[config.mk]
export PLATFORM = sky130hd
export DESIGN_NAME = decode_stage_flat
export DESIGN_NICKNAME = d
export VERILOG_FILES = /design/src/rtl/decode_stage_if.sv /design/src/rtl/decode_stage.sv /design/src/flat_wrapper.sv
export SDC_FILE = /design/constraint.sdc
export NUM_CORES = 1
export LEC_CHECK = 0
export BUFFER_PORTS_ARGS = -buffer_cell sky130_fd_sc_hd__buf_2
export CAP_MARGIN = 25
export CORE_MARGIN = 2
export CORE_UTILIZATION = 45
export CTS_BUF_LIST = sky130_fd_sc_hd__clkbuf_8 sky130_fd_sc_hd__clkbuf_16
export CTS_CLUSTER_DIAMETER = 200
export CTS_CLUSTER_SIZE = 25
export DETAILED_ROUTE_END_ITERATION = 10
export PLACE_DENSITY = 0.67
export SLEW_MARGIN = 20
export SYNTH_ARGS = -nofsm -noshare
export SYNTH_HDL_FRONTEND = slang
export SYNTH_SLANG_ARGS = --single-unit
[constraint.sdc]
create_clock -name clk -period 5.4 [get_ports clk]
set_input_delay 1.08 -clock clk [delete_from_list [all_inputs] [get_ports clk]]
set_output_delay 1.08 -clock clk [all_outputs]
set_load 0.02 [all_outputs]
[src/rtl/decode_stage_if.sv]
// Handshake and decoded-bundle bus between fetch, decode_stage and execute.
//   master : the side that offers instructions, accepts bundles and drives flush
//   slave  : decode_stage itself
// Signals:
//   flush                       discard every instruction held in the stage
//   in_valid/in_ready/in_instr/in_pc  fetch-side handshake and payload
//   out_valid/out_ready         execute-side handshake
//   out_pc, rs1, rs2, rd, imm, alu_op, src2_imm, mem_ren, mem_wen,
//   rw_type, b_ins, j_ins, u_ins, reg_wen, illegal   decoded bundle
interface decode_stage_if #(
   parameter int unsigned PC_W    = 32,
   parameter int unsigned ALUOP_W = 5
);
   logic               flush;
   logic               in_valid;
   logic               in_ready;
   logic [31:0]        in_instr;
   logic [PC_W-1:0]    in_pc;
   logic               out_valid;
   logic               out_ready;
   logic [PC_W-1:0]    out_pc;
   logic [4:0]         rs1;
   logic [4:0]         rs2;
   logic [4:0]         rd;
   logic [31:0]        imm;
   logic [ALUOP_W-1:0] alu_op;
   logic               src2_imm;
   logic               mem_ren;
   logic               mem_wen;
   logic [3:0]         rw_type;
   logic [5:0]         b_ins;
   logic [1:0]         j_ins;
   logic [1:0]         u_ins;
   logic               reg_wen;
   logic               illegal;

   modport master (
      output flush, in_valid, in_instr, in_pc, out_ready,
      input  in_ready, out_valid, out_pc, rs1, rs2, rd, imm, alu_op, src2_imm,
             mem_ren, mem_wen, rw_type, b_ins, j_ins, u_ins, reg_wen, illegal
   );

   modport slave (
      input  flush, in_valid, in_instr, in_pc, out_ready,
      output in_ready, out_valid, out_pc, rs1, rs2, rd, imm, alu_op, src2_imm,
             mem_ren, mem_wen, rw_type, b_ins, j_ins, u_ins, reg_wen, illegal
   );
endinterface

[src/rtl/decode_stage.sv]
// RV32I decode stage with a registered 2-entry skid buffer.
// Ports:
//   clk      clock
//   rst      synchronous active-high reset
//   bus      decode_stage_if.slave: flush, fetch handshake (in_*),
//            execute handshake (out_valid/out_ready) and decoded bundle
// Parameters:
//   PC_W     program-counter width carried with each instruction
//   ALUOP_W  alu_op width (>= 5)
// Optional feature macro:
//   DECODE_STAGE_M_EXT_EN  decode the M extension (alu_op 10..17); when
//                          undefined those encodings are illegal.
// FENCE, ECALL, EBREAK and CSR encodings are reported as illegal.
module decode_stage #(
   parameter int unsigned PC_W    = 32,
   parameter int unsigned ALUOP_W = 5
) (
   input  logic          clk,
   input  logic          rst,
   decode_stage_if.slave bus
);

   localparam int unsigned INSTR_W = 32;
   localparam int unsigned REG_W   = 5;

   generate
      if (ALUOP_W < 5) begin : g_bad_aluop_w
         $error("decode_stage: ALUOP_W must be at least 5");
      end
   endgenerate

   localparam logic [6:0] OPC_LUI    = 7'b0110111;
   localparam logic [6:0] OPC_AUIPC  = 7'b0010111;
   localparam logic [6:0] OPC_JAL    = 7'b1101111;
   localparam logic [6:0] OPC_JALR   = 7'b1100111;
   localparam logic [6:0] OPC_BRANCH = 7'b1100011;
   localparam logic [6:0] OPC_LOAD   = 7'b0000011;
   localparam logic [6:0] OPC_STORE  = 7'b0100011;
   localparam logic [6:0] OPC_OPIMM  = 7'b0010011;
   localparam logic [6:0] OPC_OP     = 7'b0110011;

   localparam logic [6:0] F7_BASE = 7'h00;
   localparam logic [6:0] F7_ALT  = 7'h20;

   localparam logic [ALUOP_W-1:0] ALU_ADD  = ALUOP_W'(0);
   localparam logic [ALUOP_W-1:0] ALU_SUB  = ALUOP_W'(1);
   localparam logic [ALUOP_W-1:0] ALU_AND  = ALUOP_W'(2);
   localparam logic [ALUOP_W-1:0] ALU_OR   = ALUOP_W'(3);
   localparam logic [ALUOP_W-1:0] ALU_XOR  = ALUOP_W'(4);
   localparam logic [ALUOP_W-1:0] ALU_SLL  = ALUOP_W'(5);
   localparam logic [ALUOP_W-1:0] ALU_SRL  = ALUOP_W'(6);
   localparam logic [ALUOP_W-1:0] ALU_SRA  = ALUOP_W'(7);
   localparam logic [ALUOP_W-1:0] ALU_SLT  = ALUOP_W'(8);
   localparam logic [ALUOP_W-1:0] ALU_SLTU = ALUOP_W'(9);
`ifdef DECODE_STAGE_M_EXT_EN
   localparam logic [6:0]         F7_MULDIV = 7'h01;
   localparam logic [ALUOP_W-1:0] ALU_MUL   = ALUOP_W'(10);
`endif

   // Decoded bundle held in each skid slot
   typedef struct packed {
      logic [PC_W-1:0]    pc;
      logic [REG_W-1:0]   rs1;
      logic [REG_W-1:0]   rs2;
      logic [REG_W-1:0]   rd;
      logic [INSTR_W-1:0] imm;
      logic [ALUOP_W-1:0] alu_op;
      logic               src2_imm;
      logic               mem_ren;
      logic               mem_wen;
      logic [3:0]         rw_type;
      logic [5:0]         b_ins;
      logic [1:0]         j_ins;
      logic [1:0]         u_ins;
      logic               reg_wen;
      logic               illegal;
   } dec_t;

   typedef enum logic [1:0] {
      S_EMPTY = 2'd0,
      S_ONE   = 2'd1,
      S_FULL  = 2'd2
   } state_t;

   logic [INSTR_W-1:0] instr;
   logic [6:0]         opcode;
   logic [2:0]         funct3;
   logic [6:0]         funct7;
   logic [INSTR_W-1:0] imm_i;
   logic [INSTR_W-1:0] imm_s;
   logic [INSTR_W-1:0] imm_b;
   logic [INSTR_W-1:0] imm_u;
   logic [INSTR_W-1:0] imm_j;

   assign instr  = bus.in_instr;
   assign opcode = instr[6:0];
   assign funct3 = instr[14:12];
   assign funct7 = instr[31:25];

   // Sign-extended immediates of each instruction format
   assign imm_i = {{20{instr[31]}}, instr[31:20]};
   assign imm_s = {{20{instr[31]}}, instr[31:25], instr[11:7]};
   assign imm_b = {{20{instr[31]}}, instr[7], instr[30:25], instr[11:8], 1'b0};
   assign imm_u = {instr[31:12], 12'b0};
   assign imm_j = {{12{instr[31]}}, instr[19:12], instr[20], instr[30:21], 1'b0};

   dec_t dec_c;
   logic dec_wr_c;
   logic dec_ill_c;

   // Combinational decode of the instruction currently offered by fetch
   always_comb begin
      dec_c          = '0;
      dec_wr_c       = 1'b0;
      dec_ill_c      = 1'b0;
      dec_c.pc       = bus.in_pc;
      dec_c.rs1      = instr[19:15];
      dec_c.rs2      = instr[24:20];
      dec_c.rd       = instr[11:7];
      dec_c.src2_imm = 1'b1;
      dec_c.alu_op   = ALU_ADD;

      case (opcode)
         OPC_LUI: begin
            dec_c.imm   = imm_u;
            dec_c.u_ins = 2'b10;
            dec_wr_c    = 1'b1;
         end
         OPC_AUIPC: begin
            dec_c.imm   = imm_u;
            dec_c.u_ins = 2'b01;
            dec_wr_c    = 1'b1;
         end
         OPC_JAL: begin
            dec_c.imm   = imm_j;
            dec_c.j_ins = 2'b10;
            dec_wr_c    = 1'b1;
         end
         OPC_JALR: begin
            dec_c.imm   = imm_i;
            dec_c.j_ins = 2'b01;
            dec_wr_c    = 1'b1;
            dec_ill_c   = (funct3 != 3'b000);
         end
         OPC_BRANCH: begin
            dec_c.imm      = imm_b;
            dec_c.alu_op   = ALU_SUB;
            dec_c.src2_imm = 1'b0;
            // b_ins bit order: {beq, bne, bge, blt, bgeu, bltu}
            case (funct3)
               3'b000:  dec_c.b_ins = 6'b100000;
               3'b001:  dec_c.b_ins = 6'b010000;
               3'b100:  dec_c.b_ins = 6'b000100;
               3'b101:  dec_c.b_ins = 6'b001000;
               3'b110:  dec_c.b_ins = 6'b000001;
               3'b111:  dec_c.b_ins = 6'b000010;
               default: dec_ill_c   = 1'b1;
            endcase
         end
         OPC_LOAD: begin
            dec_c.imm     = imm_i;
            dec_c.mem_ren = 1'b1;
            dec_wr_c      = 1'b1;
            // rw_type bit order: {unsigned, word, half, byte}
            case (funct3)
               3'b000:  dec_c.rw_type = 4'b0001;
               3'b001:  dec_c.rw_type = 4'b0010;
               3'b010:  dec_c.rw_type = 4'b0100;
               3'b100:  dec_c.rw_type = 4'b1001;
               3'b101:  dec_c.rw_type = 4'b1010;
               default: dec_ill_c     = 1'b1;
            endcase
         end
         OPC_STORE: begin
            dec_c.imm     = imm_s;
            dec_c.mem_wen = 1'b1;
            case (funct3)
               3'b000:  dec_c.rw_type = 4'b0001;
               3'b001:  dec_c.rw_type = 4'b0010;
               3'b010:  dec_c.rw_type = 4'b0100;
               default: dec_ill_c     = 1'b1;
            endcase
         end
         OPC_OPIMM: begin
            dec_c.imm = imm_i;
            dec_wr_c  = 1'b1;
            case (funct3)
               3'b000:  dec_c.alu_op = ALU_ADD;
               3'b010:  dec_c.alu_op = ALU_SLT;
               3'b011:  dec_c.alu_op = ALU_SLTU;
               3'b100:  dec_c.alu_op = ALU_XOR;
               3'b110:  dec_c.alu_op = ALU_OR;
               3'b111:  dec_c.alu_op = ALU_AND;
               3'b001: begin
                  dec_c.alu_op = ALU_SLL;
                  dec_ill_c    = (funct7 != F7_BASE);
               end
               default: begin
                  // funct3 101: shamt upper bits select SRLI / SRAI
                  if (funct7 == F7_BASE) begin
                     dec_c.alu_op = ALU_SRL;
                  end else if (funct7 == F7_ALT) begin
                     dec_c.alu_op = ALU_SRA;
                  end else begin
                     dec_ill_c = 1'b1;
                  end
               end
            endcase
         end
         OPC_OP: begin
            dec_c.src2_imm = 1'b0;
            dec_wr_c       = 1'b1;
            case (funct7)
               F7_BASE: begin
                  case (funct3)
                     3'b000:  dec_c.alu_op = ALU_ADD;
                     3'b001:  dec_c.alu_op = ALU_SLL;
                     3'b010:  dec_c.alu_op = ALU_SLT;
                     3'b011:  dec_c.alu_op = ALU_SLTU;
                     3'b100:  dec_c.alu_op = ALU_XOR;
                     3'b101:  dec_c.alu_op = ALU_SRL;
                     3'b110:  dec_c.alu_op = ALU_OR;
                     default: dec_c.alu_op = ALU_AND;
                  endcase
               end
               F7_ALT: begin
                  case (funct3)
                     3'b000:  dec_c.alu_op = ALU_SUB;
                     3'b101:  dec_c.alu_op = ALU_SRA;
                     default: dec_ill_c    = 1'b1;
                  endcase
               end
`ifdef DECODE_STAGE_M_EXT_EN
               // MUL..REMU are contiguous codes in funct3 order
               F7_MULDIV: dec_c.alu_op = ALU_MUL + ALUOP_W'(funct3);
`endif
               default: dec_ill_c = 1'b1;
            endcase
         end
         default: dec_ill_c = 1'b1;
      endcase

      dec_c.illegal = dec_ill_c;
      dec_c.reg_wen = dec_wr_c & ~dec_ill_c & (dec_c.rd != 5'd0);
      // Illegal instructions must not touch memory or redirect control flow
      if (dec_ill_c) begin
         dec_c.mem_ren = 1'b0;
         dec_c.mem_wen = 1'b0;
         dec_c.b_ins   = 6'b0;
         dec_c.j_ins   = 2'b0;
         dec_c.u_ins   = 2'b0;
         dec_c.rw_type = 4'b0;
      end
   end

   state_t state;
   dec_t   slot0;      // oldest entry, drives out_*
   dec_t   slot1;      // second entry, only meaningful in S_FULL
   logic   in_ready_r;
   logic   out_valid_r;
   logic   accept_c;
   logic   drain_c;

   assign accept_c = bus.in_valid & in_ready_r;
   assign drain_c  = out_valid_r & bus.out_ready;

   // Skid-buffer control; in_ready/out_valid are registered alongside state
   always_ff @(posedge clk) begin
      if (rst) begin
         state       <= S_EMPTY;
         in_ready_r  <= 1'b1;
         out_valid_r <= 1'b0;
         slot0       <= '0;
         slot1       <= '0;
      end else if (bus.flush) begin
         state       <= S_EMPTY;
         in_ready_r  <= 1'b1;
         out_valid_r <= 1'b0;
      end else begin
         case (state)
            S_EMPTY: begin
               if (accept_c) begin
                  slot0       <= dec_c;
                  state       <= S_ONE;
                  out_valid_r <= 1'b1;
               end
            end
            S_ONE: begin
               if (accept_c && !drain_c) begin
                  slot1      <= dec_c;
                  state      <= S_FULL;
                  in_ready_r <= 1'b0;
               end else if (accept_c && drain_c) begin
                  slot0 <= dec_c;
               end else if (drain_c) begin
                  state       <= S_EMPTY;
                  out_valid_r <= 1'b0;
               end
            end
            S_FULL: begin
               // in_ready is low here, so only a drain can occur
               if (drain_c) begin
                  slot0      <= slot1;
                  state      <= S_ONE;
                  in_ready_r <= 1'b1;
               end
            end
            default: begin
               state       <= S_EMPTY;
               in_ready_r  <= 1'b1;
               out_valid_r <= 1'b0;
            end
         endcase
      end
   end

   assign bus.in_ready  = in_ready_r;
   assign bus.out_valid = out_valid_r;
   assign bus.out_pc    = slot0.pc;
   assign bus.rs1       = slot0.rs1;
   assign bus.rs2       = slot0.rs2;
   assign bus.rd        = slot0.rd;
   assign bus.imm       = slot0.imm;
   assign bus.alu_op    = slot0.alu_op;
   assign bus.src2_imm  = slot0.src2_imm;
   assign bus.mem_ren   = slot0.mem_ren;
   assign bus.mem_wen   = slot0.mem_wen;
   assign bus.rw_type   = slot0.rw_type;
   assign bus.b_ins     = slot0.b_ins;
   assign bus.j_ins     = slot0.j_ins;
   assign bus.u_ins     = slot0.u_ins;
   assign bus.reg_wen   = slot0.reg_wen;
   assign bus.illegal   = slot0.illegal;

endmodule

[src/flat_wrapper.sv]
// flat-port wrapper written by rule: the top's interface ports become plain ports
module decode_stage_flat 
#(
   parameter int unsigned PC_W    = 32,
   parameter int unsigned ALUOP_W = 5
)
  (clk, rst, bus_flush, bus_in_valid, bus_in_instr, bus_in_pc, bus_out_ready, bus_in_ready, bus_out_valid, bus_out_pc, bus_rs1, bus_rs2, bus_rd, bus_imm, bus_alu_op, bus_src2_imm, bus_mem_ren, bus_mem_wen, bus_rw_type, bus_b_ins, bus_j_ins, bus_u_ins, bus_reg_wen, bus_illegal);
  decode_stage_if #(.PC_W(PC_W), .ALUOP_W(ALUOP_W)) bus_i ();
  input  logic clk;
  input  logic rst;
  input wire logic [$bits(bus_i.flush)-1:0] bus_flush;
  input wire logic [$bits(bus_i.in_valid)-1:0] bus_in_valid;
  input wire logic [$bits(bus_i.in_instr)-1:0] bus_in_instr;
  input wire logic [$bits(bus_i.in_pc)-1:0] bus_in_pc;
  input wire logic [$bits(bus_i.out_ready)-1:0] bus_out_ready;
  output wire logic [$bits(bus_i.in_ready)-1:0] bus_in_ready;
  output wire logic [$bits(bus_i.out_valid)-1:0] bus_out_valid;
  output wire logic [$bits(bus_i.out_pc)-1:0] bus_out_pc;
  output wire logic [$bits(bus_i.rs1)-1:0] bus_rs1;
  output wire logic [$bits(bus_i.rs2)-1:0] bus_rs2;
  output wire logic [$bits(bus_i.rd)-1:0] bus_rd;
  output wire logic [$bits(bus_i.imm)-1:0] bus_imm;
  output wire logic [$bits(bus_i.alu_op)-1:0] bus_alu_op;
  output wire logic [$bits(bus_i.src2_imm)-1:0] bus_src2_imm;
  output wire logic [$bits(bus_i.mem_ren)-1:0] bus_mem_ren;
  output wire logic [$bits(bus_i.mem_wen)-1:0] bus_mem_wen;
  output wire logic [$bits(bus_i.rw_type)-1:0] bus_rw_type;
  output wire logic [$bits(bus_i.b_ins)-1:0] bus_b_ins;
  output wire logic [$bits(bus_i.j_ins)-1:0] bus_j_ins;
  output wire logic [$bits(bus_i.u_ins)-1:0] bus_u_ins;
  output wire logic [$bits(bus_i.reg_wen)-1:0] bus_reg_wen;
  output wire logic [$bits(bus_i.illegal)-1:0] bus_illegal;
  assign bus_i.flush = bus_flush;
  assign bus_i.in_valid = bus_in_valid;
  assign bus_i.in_instr = bus_in_instr;
  assign bus_i.in_pc = bus_in_pc;
  assign bus_i.out_ready = bus_out_ready;
  assign bus_in_ready = bus_i.in_ready;
  assign bus_out_valid = bus_i.out_valid;
  assign bus_out_pc = bus_i.out_pc;
  assign bus_rs1 = bus_i.rs1;
  assign bus_rs2 = bus_i.rs2;
  assign bus_rd = bus_i.rd;
  assign bus_imm = bus_i.imm;
  assign bus_alu_op = bus_i.alu_op;
  assign bus_src2_imm = bus_i.src2_imm;
  assign bus_mem_ren = bus_i.mem_ren;
  assign bus_mem_wen = bus_i.mem_wen;
  assign bus_rw_type = bus_i.rw_type;
  assign bus_b_ins = bus_i.b_ins;
  assign bus_j_ins = bus_i.j_ins;
  assign bus_u_ins = bus_i.u_ins;
  assign bus_reg_wen = bus_i.reg_wen;
  assign bus_illegal = bus_i.illegal;
  decode_stage #(.PC_W(PC_W), .ALUOP_W(ALUOP_W)) u_core (.clk(clk), .rst(rst), .bus(bus_i));
endmodule
==> key figures <==
Finish
  • Share of post-route cells with drive strength above 1: 17.3%
  • Layout overhead on the synthesized area: 13.0%
  • Post-Layout Cell Count: 1,512
  • Number of nets in the finished design: 1,315
  • Final Core Density: 52.2%

Routing
  • Per-cell routed wire length: 16.5 µm
  • Via-to-Cell Ratio: around 5.6
  • Routed WL: 25,000 µm
  • Antenna-violating nets left: 0
  • Detailed-route DRC error count: 0
  • Vias: approximately 8,400
  • First-pass detailed-route iteration total: 6
  • DR iter-0 viols: 771

Power and ir drop
  • Sequential share of power: 55.0%
  • Net Sw Frac: 26.9%
  • Static Leak: slightly below 4 nW
  • Combinational group share of total power: 12.4%
  • Power per standard cell area: 287 nW/µm²
  • Design internal power: 2.15 mW
  • Sw Pwr: 789 µW
  • VDD IR max: between 0.15 and 0.2 mV
  • Share of total power in the clock network: 32.6%

Place
  • Pre-CTS setup slack: 1990 ps
  • Post-detail-place hpwl: 16,200 µm
  • Number of cells after detailed placement: 1,494
  • Number of buffer cells added on primary ports: 172
  • Routability cong.: 0.824

CTS
  • Number of buffers created by CTS: 12
  • Buffers inserted during post-CTS setup optimization: 0
  • H-tree depth: 1
  • Clock Path Buffers: 3
  • Hold Buf Count CTS: 0
  • Clock slew at the register clock pins of the worst setup and hold paths: 90 ps
  • TritonCTS clock tree: yes
  • Clock sink count: 208
  • Root Buffer Master: sky130_fd_sc_hd__clkbuf_16
  • Clock latency at the later pin of the worst-skew pair: 480 ps
  • Number of gates given a new drive strength after cts: 0

Worst setup path
  • Worst Setup Path Type: input pin to flip-flop
  • Slowest-stage cell, CP: sky130_fd_sc_hd__and2_4
  • Worst Setup End Kind: flip-flop
  • Crit path max-delay family: simple AND/OR/NAND/NOR gates
  • Crit-path max cell delay: ~690 ps
  • Critical path startpoint category: input pin
  • Endpoint required time on the critical path: 5770 ps
  • Worst path cell trace: buf_2, nand2_1, o31ai_4, and2_4, buf_4, nor2_1, a311oi_1
  • Number of buffers and inverters on the critical path: 2
  • Data arrival time of the critical path: 3320 ps
  • Top fanout value on the critical path: 71

Status
  • Status: finished, final reports clean

Logic synthesis
  • Mapped cell area: 9050 µm²
  • Area fraction of the dominant cell type after synthesis: between 40 and 50%
  • Number of library cell types mapped by synthesis: 70
  • Post-synthesis instance total: 1,153
  • Ys flop type: sky130_fd_sc_hd__dfxtp_1
  • Post-synthesis cell type with the largest combined area: sky130_fd_sc_hd__dfxtp_1
  • Synth Net Count: 1,222
  • Post-synth top cells: sky130_fd_sc_hd__nand2_1, sky130_fd_sc_hd__dfxtp_1, sky130_fd_sc_hd__nor2_1
  • Sequential cell area fraction in the yosys report: 46.0%
  • Share of synthesized registers carrying an async set or reset: 0%
  • Number of storage elements in the synthesis netlist: 208
  • Leading cell type by number of instances after synthesis: sky130_fd_sc_hd__nand2_1
  • Average cell area after synthesis: 7.85 µm²
  • Post-synth EDFFs: 0
  • Synthesis warning total: 0
  • Largest cells by area after synthesis: sky130_fd_sc_hd__dfxtp_1, sky130_fd_sc_hd__nand2_1, sky130_fd_sc_hd__a21oi_1

STA
  • Final-report setup violation count: 0
  • Hold violation total from the final report: 0
  • Final setup slack of the worst path: ~2400 ps
  • Setup TNS after final layout: 0 ps
  • Worst setup skew after layout: 22.4 ps
  • Worst hold margin: 456 ps
  • Highest clock frequency the design can meet: about 340 MHz
  • Post-layout minimum cycle time: 2950 ps
  • Share of the cycle needed by the critical path after routing: a little over half
  • Number of slew-limit violations in the final report: 0
  • Relative slew slack: 33.6%
  • Measured slew at the worst slew-check pin: roughly 1000 ps
  • Unrepaired setup endpoints after global routing: false

Die
  • Die area: 21,300 µm²
  • Height of the die: 146 µm
  • Area of the placeable core: 19,600 µm²
  • Cell row count: 51
  • Die outline width: 146 µm
  • Initial core utilization: 46.2%
  • Number of ports placed on the die boundary: around 170

Hold path
  • Worst Hold Class: flip-flop to flip-flop

GRT
  • Overall overflow remaining after global route: 0
  • Global-route wire length before repair: 40,200 µm
  • Maximum number of pins on one net before global-route repair: 107
  • Initial antenna violation count: 0
  • Global Route Usage Sum: roughly 22%
  • Via count of the first global-routing pass: 7,669

Run
  • Max-Cap Viols: 0
## metrics by stage
stage          area (µm²)  power (mW)
2_1_floorplan        9050        1.89
3_3_place_gp         9810        2.01
3_5_place_dp         9830        2.01
4_1_cts             10200        2.96
5_1_grt             10200        3.05
6_report            10200        2.93
## cell type report
cell class,count,area (µm²)
Fill cell,1940,9360
Multi-Input combinational cell,830,4360
Sequential cell,208,4160
Timing Repair Buffer,185,997
Tap cell,265,332
Clock buffer,13,325
Inverter,9,33.8
Clock inverter,1,20.0
Antenna cell,1,2.50
## sequential cells by signal (all words and copies together) (netlist names)
register,count
u_core.slot1,102
u_core.bus.imm,32
u_core.bus.out_pc,32
u_core.bus.b_ins,6
u_core.bus.rd,5
u_core.bus.rs1,5
u_core.bus.rs2,5
u_core.bus.alu_op,4
u_core.bus.rw_type,4
u_core.bus.j_ins,2
u_core.bus.u_ins,2
u_core.state,2
u_core.bus.illegal,1
u_core.bus.in_ready,1
u_core.bus.mem_ren,1
u_core.bus.mem_wen,1
u_core.bus.out_valid,1
u_core.bus.reg_wen,1
u_core.bus.src2_imm,1
## layout by cell type, fill, tap and decap left out, drive strengths merged, types with 6 or more instances in the layout
master,instances
and2,7
a31oi,8
inv,10
nor4,7
a221oi,11
nand2,270
nor2,129
a211oi,30
nor3,25
clkbuf,13
dfxtp,208
o211ai,9
buf,185
and3,7
a21oi,120
o21ai,63
a21boi,6
a311oi,47
nand3,18
## worst reg2reg max path: cells and delay by family (launching register included)
| kind | cells | cell delay, ps |
|---|---|---|
| AO/OA/AOI/OAI | 3 | 900 |
| buffers and inverters | 1 | 520 |
| flip-flops | 1 | 400 |
| AND/OR/NAND/NOR | 2 | 780 |
## path summary, 6_finish.rpt
path	from	to	slack (ps)	cells past startpoint
setup / recovery	bus_in_valid	u_core.bus.out_pc[14]	2450	7
hold / removal	u_core.bus.src2_imm	u_core.bus.src2_imm	460	2
hold reg to reg	u_core.bus.src2_imm	u_core.bus.src2_imm	460	2
setup reg to reg	u_core.state[0]	u_core.bus.out_pc[14]	2700	6
## power groups by stage
stage | clock, mW | combinational, mW | sequential [mW]
floorplan | 0 | 0.188 | 1.70
global placement | 0 | 0.356 | 1.65
detailed placement | 0 | 0.362 | 1.65
CTS | 0.981 | 0.362 | 1.61
global route | 1.03 | 0.401 | 1.62
finish | 0.956 | 0.364 | 1.61
## per-layer routing
metal  vias up  GRT usage (%)  wire [µm]
met1      3938           31.1      11500
met5         -              0          0
met4         0           6.03        504
met3        37           3.07       1540
li1       4202              -          -
met2       259           36.7      11500
## cell families (layout without fill, tap and decap cells)
logic type / Yosys count / after routing / synth area share [%]
buffers and inverters: 115 / 208 / 6.22
flip-flops: 208 / 208 / 46.0
AO/OA/AOI/OAI: 333 / 333 / 24.4
other: 1 / 2 / 0.0414
AND/OR/NAND/NOR: 490 / 490 / 22.7
XOR/XNOR: 2 / 2 / 0.193
multiplexers: 4 / 4 / 0.442
Power figures use the tool's default switching activity.
